==> src/rtl/prod_shift_clip.sv <==
// prod_shift_clip: multi-flux actor that turns 18-bit product tokens into
// rounded, arithmetically right-shifted, 9-bit saturated results.
// Each block is announced by an ext_size token and a shift token, followed by
// ext_size*ext_size products. Up to FLUX interleaved streams share one
// datapath; each flux keeps its own state/cnt/size/shift context, and the
// lowest-numbered eligible flux fires each cycle with a combinational handshake.
// FIFO heads are presented side by side, flux i occupying slice i of each
// *_dout bus; tag bits in the token MSBs are carried but ignored on input.
module prod_shift_clip #(
  parameter int FLUX             = 2,
  parameter int TAG_WIDTH        = $clog2(FLUX),
  parameter int DATA_WIDTH_PROD  = 18,
  parameter int DATA_WIDTH_EXT   = 7,
  parameter int DATA_WIDTH_SHIFT = 4,
  parameter int DATA_WIDTH_OUT   = 9,
  parameter int DATA_WIDTH_CNT   = 2 * DATA_WIDTH_EXT
) (
  input  logic                                          clk,
  input  logic                                          rst,
  input  logic [FLUX*(DATA_WIDTH_PROD+TAG_WIDTH)-1:0]   i_prod_dout,
  input  logic [FLUX-1:0]                               i_prod_empty,
  output logic [FLUX-1:0]                               o_prod_read,
  input  logic [FLUX*(DATA_WIDTH_EXT+TAG_WIDTH)-1:0]    i_ext_size_dout,
  input  logic [FLUX-1:0]                               i_ext_size_empty,
  output logic [FLUX-1:0]                               o_ext_size_read,
  input  logic [FLUX*(DATA_WIDTH_SHIFT+TAG_WIDTH)-1:0]  i_shift_dout,
  input  logic [FLUX-1:0]                               i_shift_empty,
  output logic [FLUX-1:0]                               o_shift_read,
  output logic [DATA_WIDTH_OUT+TAG_WIDTH-1:0]           o_res_din,
  input  logic [FLUX-1:0]                               i_res_full,
  output logic [FLUX-1:0]                               o_res_write
);

  localparam int PW = DATA_WIDTH_PROD + TAG_WIDTH;
  localparam int EW = DATA_WIDTH_EXT + TAG_WIDTH;
  localparam int SW = DATA_WIDTH_SHIFT + TAG_WIDTH;
  localparam int SAT_MAX_I = (1 << (DATA_WIDTH_OUT - 1)) - 1;
  localparam logic signed [DATA_WIDTH_PROD:0] SAT_MAX = (DATA_WIDTH_PROD + 1)'(SAT_MAX_I);
  localparam logic signed [DATA_WIDTH_PROD:0] SAT_MIN = (DATA_WIDTH_PROD + 1)'(-SAT_MAX_I - 1);
  localparam logic signed [DATA_WIDTH_PROD:0] RND_ONE = (DATA_WIDTH_PROD + 1)'(1);

  // Add half an LSB of the post-shift scale, then shift arithmetically.
  // One extra bit of headroom keeps the rounding bias from overflowing.
  function automatic logic signed [DATA_WIDTH_PROD:0] round_shift(
    input logic signed [DATA_WIDTH_PROD-1:0] p,
    input logic        [DATA_WIDTH_SHIFT-1:0] sh
  );
    logic signed [DATA_WIDTH_PROD:0] r;
    logic signed [DATA_WIDTH_PROD:0] bias;
    r    = {p[DATA_WIDTH_PROD-1], p};
    bias = '0;
    if (sh != '0) bias = RND_ONE << (sh - DATA_WIDTH_SHIFT'(1));
    r = r + bias;
    return r >>> sh;
  endfunction

  // Clamp to the signed output range.
  function automatic logic signed [DATA_WIDTH_OUT-1:0] saturate(
    input logic signed [DATA_WIDTH_PROD:0] s
  );
    if (s > SAT_MAX) return SAT_MAX[DATA_WIDTH_OUT-1:0];
    if (s < SAT_MIN) return SAT_MIN[DATA_WIDTH_OUT-1:0];
    return s[DATA_WIDTH_OUT-1:0];
  endfunction

  // Per-flux context: state bit (0 = IDLE, 1 = WORK) and token counter are
  // control and reset; size and shift are data loaded at each block start.
  logic [FLUX-1:0]             r_state;
  logic [DATA_WIDTH_CNT-1:0]   r_cnt   [FLUX];
  logic [DATA_WIDTH_EXT-1:0]   r_size  [FLUX];
  logic [DATA_WIDTH_SHIFT-1:0] r_shift [FLUX];

  logic [FLUX-1:0]                    w_elig;
  logic                               w_fire;
  logic [TAG_WIDTH-1:0]               w_sel;
  logic                               w_idle_fire;
  logic                               w_work_fire;
  logic [DATA_WIDTH_EXT-1:0]          w_ext;
  logic [DATA_WIDTH_SHIFT-1:0]        w_shift_in;
  logic signed [DATA_WIDTH_PROD-1:0]  w_prod;
  logic [DATA_WIDTH_CNT-1:0]          w_size_ext;
  logic [DATA_WIDTH_CNT-1:0]          w_last;
  logic                               w_last_hit;
  logic signed [DATA_WIDTH_OUT-1:0]   w_res;

  // A flux may fire when its current state has everything it needs.
  always_comb begin
    for (int i = 0; i < FLUX; i++) begin
      w_elig[i] = r_state[i] ? (!i_prod_empty[i] && !i_res_full[i])
                             : (!i_ext_size_empty[i] && !i_shift_empty[i]);
    end
  end

  // Fixed priority: the lowest eligible index wins; nothing fires in reset.
  always_comb begin
    w_fire = 1'b0;
    w_sel  = '0;
    for (int i = FLUX - 1; i >= 0; i--) begin
      if (w_elig[i]) begin
        w_fire = 1'b1;
        w_sel  = TAG_WIDTH'(i);
      end
    end
    if (rst) w_fire = 1'b0;
  end

  assign w_idle_fire = w_fire && !r_state[w_sel];
  assign w_work_fire = w_fire &&  r_state[w_sel];

  assign w_ext      = i_ext_size_dout[w_sel*EW +: DATA_WIDTH_EXT];
  assign w_shift_in = i_shift_dout[w_sel*SW +: DATA_WIDTH_SHIFT];
  assign w_prod     = i_prod_dout[w_sel*PW +: DATA_WIDTH_PROD];

  // The counter is wide enough for 64*64 - 1, so the last index is exact.
  assign w_size_ext = {{(DATA_WIDTH_CNT - DATA_WIDTH_EXT){1'b0}}, r_size[w_sel]};
  assign w_last     = w_size_ext * w_size_ext - DATA_WIDTH_CNT'(1);
  assign w_last_hit = (r_cnt[w_sel] == w_last);

  assign w_res = saturate(round_shift(w_prod, r_shift[w_sel]));

  // Zero-latency handshake: only the winning flux's strobes are raised.
  always_comb begin
    for (int i = 0; i < FLUX; i++) begin
      o_ext_size_read[i] = w_idle_fire && (w_sel == TAG_WIDTH'(i));
      o_shift_read[i]    = w_idle_fire && (w_sel == TAG_WIDTH'(i));
      o_prod_read[i]     = w_work_fire && (w_sel == TAG_WIDTH'(i));
      o_res_write[i]     = w_work_fire && (w_sel == TAG_WIDTH'(i));
    end
    o_res_din = w_work_fire ? {w_sel, w_res} : '0;
  end

  // Control context: block start, per-product count, return to IDLE.
  always_ff @(posedge clk) begin
    if (rst) begin
      r_state <= '0;
      for (int i = 0; i < FLUX; i++) r_cnt[i] <= '0;
    end else if (w_idle_fire) begin
      r_cnt[w_sel]   <= '0;
      r_state[w_sel] <= (w_ext != '0);
    end else if (w_work_fire) begin
      if (w_last_hit) begin
        r_cnt[w_sel]   <= '0;
        r_state[w_sel] <= 1'b0;
      end else begin
        r_cnt[w_sel] <= r_cnt[w_sel] + DATA_WIDTH_CNT'(1);
      end
    end
  end

  // Data context: capture block size and shift when a block starts.
  always_ff @(posedge clk) begin
    if (w_idle_fire) begin
      r_size[w_sel]  <= w_ext;
      r_shift[w_sel] <= w_shift_in;
    end
  end

endmodule

==> config.mk <==
export PLATFORM = sky130hd
export DESIGN_NAME = prod_shift_clip
export DESIGN_NICKNAME = d
export VERILOG_FILES = /design/src/rtl/prod_shift_clip.sv
export SDC_FILE = /design/constraint.sdc
export NUM_CORES = 1
export LEC_CHECK = 0
export CAP_MARGIN = 5
export CORE_MARGIN = 4
export CORE_UTILIZATION = 46
export CTS_CLUSTER_DIAMETER = 80
export DETAILED_ROUTE_END_ITERATION = 6
export GPL_TIMING_DRIVEN = 0
export PLACE_DENSITY = 0.71
export SETUP_SLACK_MARGIN = 0.05
export SYNTH_ARGS = -nofsm -noshare
export SYNTH_HDL_FRONTEND = slang
export SYNTH_SLANG_ARGS = --single-unit
==> constraint.sdc <==
create_clock -name clk -period 8.22 [get_ports clk]
set_input_delay 1.644 -clock clk [delete_from_list [all_inputs] [get_ports clk]]
set_output_delay 1.644 -clock clk [all_outputs]
set_load 0.02 [all_outputs]
**Yosys cells after proc, flatten, opt, wreduce, memory -nomap -nowiden**

Memories as Yosys holds them, arrays and structs flattened.
Index checks and enable logic that the tools add are counted.

- Input port bits: 74
- Bits in registers: 2
- Memories kept: 3
- Memory bits (writable): 50
- Word-level logic and storage cells: 96

Memory list:

| name | depth | bits a word | rd ports | clocked after Yosys merged registers in | write ports | line | text |
|---|---|---|---|---|---|---|---|
| r_cnt | 2 | 14 | 1 | 0 | 2 | 69 | `logic [DATA_WIDTH_CNT-1:0] r_cnt [FLUX];` |
| r_size | 2 | 7 | 1 | 0 | 1 | 70 | `logic [DATA_WIDTH_EXT-1:0] r_size [FLUX];` |
| r_shift | 2 | 4 | 1 | 0 | 1 | 71 | `logic [DATA_WIDTH_SHIFT-1:0] r_shift [FLUX];` |

- Mux-type cells: 44
- Bitwise gates (word level): 5
- Multiply operators: 3
- Order comparisons: 4
- Reductions and logical operators: 26
- Eq/ne operators: 1
- Add/sub/neg operators: 4
- Shift operators: 5

Operators with widths:

| cell | count |
|---|---|
| 14-bit 2-to-1 mux | 3 |
| 38-bit by 7-bit variable part select with 18-bit output | 1 |
| 9-bit 2-to-1 mux | 4 |
| 1-bit 2-to-1 mux | 30 |
| 18-bit by 19-bit adder with 19-bit output | 1 |
| 19-bit by 9-bit greater-than comparator with 1-bit output, second input constant | 1 |
| 19-bit by 9-bit < comparator with 1-bit output, second input constant | 1 |
| 19-bit 2-to-1 mux | 1 |
| 1-bit by 4-bit << shifter with 19-bit output, first input constant | 1 |
| 19-bit by 4-bit >>> shifter with 19-bit output | 1 |
| 16-bit by 5-bit variable part select with 7-bit output | 1 |
| 14-bit by 1-bit adder with 14-bit output, second input constant | 1 |
| 14-bit == test | 1 |
| 7-bit by 7-bit multiplier with 14-bit output | 1 |
| 14-bit OR reduction | 1 |
| 14-bit by 1-bit subtractor with 14-bit output, second input constant | 1 |
| 1-bit logical AND | 11 |
| 10-bit 2-to-1 mux | 1 |
| 10-bit by 5-bit variable part select with 4-bit output | 1 |
| 1-bit zero test | 9 |
| 7-bit nonzero test | 1 |
| 1-bit by 5-bit multiplier with 6-bit output, second input constant | 1 |
| 2-bit 2-to-1 mux | 3 |
| 1-bit by 3-bit multiplier with 4-bit output, second input constant | 1 |
| 12 further kinds | 14 |

**Longest topological paths before layout**

An unclocked memory read counts as a cell.

- Depth in word-level cells: 18
- Gate-level depth with buffers: 29
- Mapped depth without buffers: 22

**Least setup slack after synthesis**

No wires, ideal clock.

- Path kind: input to output
- Start: input port i_prod_empty[0]
- End: output port o_res_din[0]
- Buffers on the path: 5
- Arrival: 6.887 ns
- Setup slack: -0.311 ns
- Cell stages on the path: 21
- Cells stage by stage: or3b_1 -> buf_2 -> o211ai_4 -> buf_2 -> buf_2 -> mux2i_1 -> clkbuf_1 -> nand2b_1 -> nor2_1 -> ha_1 -> buf_2 -> a21oi_2 -> o21ai_1 -> a2111oi_2 -> a21oi_1 -> xnor2_1 -> o211a_1 -> a31oi_1 -> or4_4 -> o31ai_4 -> a21boi_2

- Longest elaborated chain between the ends: 16

Ends and longest elaborated chain:

| element | line | text |
|---|---|---|
| start, declared | 21 | `input logic [FLUX-1:0] i_prod_empty,` |
| 1-bit zero test * | 89 | `w_elig[i] = r_state[i] ? (!i_prod_empty[i] && !i_res_full[i])` |
| 1-bit logical AND * | 89 |  |
| 1-bit 2-to-1 mux * | 89 |  |
| parallel branches: the longest is 12 deep, another holds 18-bit by 19-bit adder with 19-bit output | n/a |  |
| 10-bit 2-to-1 mux * | 129 | `o_res_din = w_work_fire ? {w_sel, w_res} : '0;` |
| end, declared | 29 | `output logic [DATA_WIDTH_OUT+TAG_WIDTH-1:0] o_res_din,` |

Every way passes the cells marked *. The select of a mux whose other input is x is not followed.

**Final worst setup path**

- Start: input port i_prod_empty[0]
- End: output port o_res_din[3]

The elaborated chain is that of the path after synthesis.

==> reports/metrics.cfg <==
[clocking]
clkTransAtPathRegs_ns = 0.07
clock_path_buffers = 2
cts_buffers = 5
hold_buffers = 0
cts_tree = done
cts_num_sinks = 52
cts.htree.levels = 2
clk_root_buffer_cell = clkbuf_16
clock_latency_ns = 0.29

[sta]
period_share = 0.9878
max_slew_margin = 0.1294
worst_pin_slew_ns = 1.301
report.final.slew_viol_count = 0
grt_setup_unrepaired = true
hold_viol = 0
setup_viol = 0
min_period_ns = 8.120
clock.fmax_mhz = 123.2
fin_skew_ns = 0.004436

[critical_path]
rr_endpoint = r_cnt[1][8]
crit_arrival_ns = 6.48
worstSetupEndpointType = output pin
r2r_start = r_state[0]
path_max_fanout = 10
path_class = in2out
crit_slowest_cell = or4_4
critPathBufInv = 9
reg2reg_depth = 28
critPathMaxStageDelay_ns = 0.55
r2r_slack_ns = 1.27
cp-start-kind = input pin
crit_required_ns = 6.58
cpMostUsedCell = buf_6
cp_top_family = simple AND/OR/NAND/NOR gates

[power]
powerDensity_nw_per_um2 = 166.2
power_mw = 1.623
leakage_nw = 4.058
ir_drop_uv = 121.3

[synthesis]
async_reset_ff_frac = 0
synth_cell_type_count = 88
synth.area.top_cells = edfxtp_1 (22%), nand2_1 (8.0%), ha_1 (7.9%)
synth.most_common_cell = nand2_1
avgSynthCellArea_um2 = 8.199
syn-num-nets = 972
syn_inst = 834
synth_edf_count = 50
netlist_area_um2 = 6838
synth_top_area_frac = 0.2196
synthFlopType = edfxtp_1
yosysTopAreaCell = edfxtp_1
ys.warnings.count = 0
synth-seq-area-share = 0.2254
synth_common_cells = nand2_1 (146), nor2_1 (83), edfxtp_1 (50), inv_1 (45), ha_1 (43)
synth_seq_cells = 52

[cells_and_area]
finish.utilization = 0.6720
insertedDiodeCount = 0
post_layout_nonfiller_instances = 1191
syn_to_final_growth_pct = 42.84
final_nets = 1144
final_layout_size_suffix_gt1_frac = 0.2731
fin_area_um2 = 9767

[worst_hold_path]
holdPathEnd = r_state[1]
hold_depth = 2
hp-class = reg2reg
holdCritStartpoint = r_state[1]

[global_routing]
antenna_found_initial = 0
grt_use_total = 0.2399
grt_max_degree = 17
grt_pass1_wl_um = 32820
overflow = 0
grt_pass1_vias = 6529

[route]
vias_per_cell = 6.051
drtAntennaViolNets = 0
dr_total_vias = 7207
drt_iter0_drc = 821
drc = 0
wire_per_inst_um = 18.65
routed_wl_um = 22210
dr.pass1.iters = 7

[die]
num_rows = 44
ios = 92
die_area_um2 = 16880
start_util = 0.4705
core_area_um2 = 14530
die_w_um = 129.9
dieHeight_um = 129.9

[placed_design]
gp_congestion = 0.9398
dp.cells = 1103
dp_hpwl_um = 15000
place_area_um2 = 8010
io_buffers = 84

[outcome]
status = complete, no violations

[run]
drv_cap = 0

stage by stage:
step,hold slack [ns],setup WS [ns],setup TNS (ns)
3_3_place_gp,0.5218,-2.089,-50.03
4_1_cts,0.5590,0.01461,0
6_report,0.5617,0.1004,0
5_1_grt,0.5662,-0.05170,-0.3776
3_5_place_dp,0.5286,-2.130,-51.70
2_1_floorplan,0.4945,0.01590,0
report_power, final:
part	total, mW	internal [mW]	switching [mW]
clock network	0.237	0.145	0.0926
logic	1.06	0.488	0.577
registers	0.321	0.308	0.0128
total	1.62	0.941	0.682
final cells by class:
class,instances,area [µm²]
fillers,1130,4767
flip-flops and latches,52,1541
well taps,184,230.2
inverters,45,168.9
plain buffers,38,424.2
clock buffers,6,128.9
repair buffers,170,1535
clock inverters,2,38.79
multi-input cells,694,5699
cells by family after synthesis:
logic type / count (synthesis) / share of synthesized area
compound gates: 188 / 0.2057
mux: 45 / 0.07502
fa+ha+maj: 64 / 0.1402
flops: 52 / 0.2254
other cells: 1 / 0.0005484
xor+xnor: 43 / 0.05727
simple gates: 353 / 0.2386
buf+inv: 88 / 0.05727
repair_timing:
| action | 4_1_cts | 5_1_grt |
|---|---|---|
| pin swaps | 41 | 40 |
| gates resized for setup | 189 | 87 |
| setup buffers | 51 | 33 |
| gates cloned | 0 | 1 |
| endpoints found under the setup margin | 39 | 39 |
registers in the layout, summed over array words and instances (netlist names):
| register | cells |
|---|---|
| r_cnt | 28 |
| r_state | 2 |
| r_shift | 8 |
| r_size | 14 |
how the worst max path moves through the flow:
| stage | from | endpoint | slack (ns) | cells past startpoint |
|---|---|---|---|---|
| floorplan | i_prod_empty[0] | o_res_din[0] | 0.02 | 21 |
| global placement | i_res_full[1] | o_res_din[3] | -2.09 | 23 |
| detailed placement | i_res_full[1] | o_res_din[1] | -2.13 | 25 |
| CTS | i_res_full[0] | o_res_din[1] | 0.01 | 26 |
| global route | i_prod_empty[0] | o_res_din[3] | -0.05 | 27 |
| finish | i_prod_empty[0] | o_res_din[3] | 0.10 | 26 |
worst min-delay path, delay by kind of cell, from the launching register on:
kind             cells  cell delay (ns)
flip-flops           1             0.35
AND/OR/NAND/NOR      2             0.16
placed cells by master, fill, tap and decap left out, drive strengths merged, types with 16 or more instances in the layout:
cell           count
clkbuf            16
mux2i             33
xnor2             28
clkdlybuf4s50     67
inv               46
nor3              29
a21oi             36
o21ai             32
nand3             26
fa                21
a21o              16
edfxtp            50
ha                43
nor2              83
nand2            149
buf              126
layer usage:
| layer | wire, µm | global-route usage |
|---|---|---|
| met1 | 9470 | 0.3426 |
| met2 | 10210 | 0.3843 |
| met3 | 2002 | 0.02824 |
| met4 | 524 | 0.07029 |
| met5 | 0 | 0 |
No activity file was read; power rests on OpenSTA's default activity.
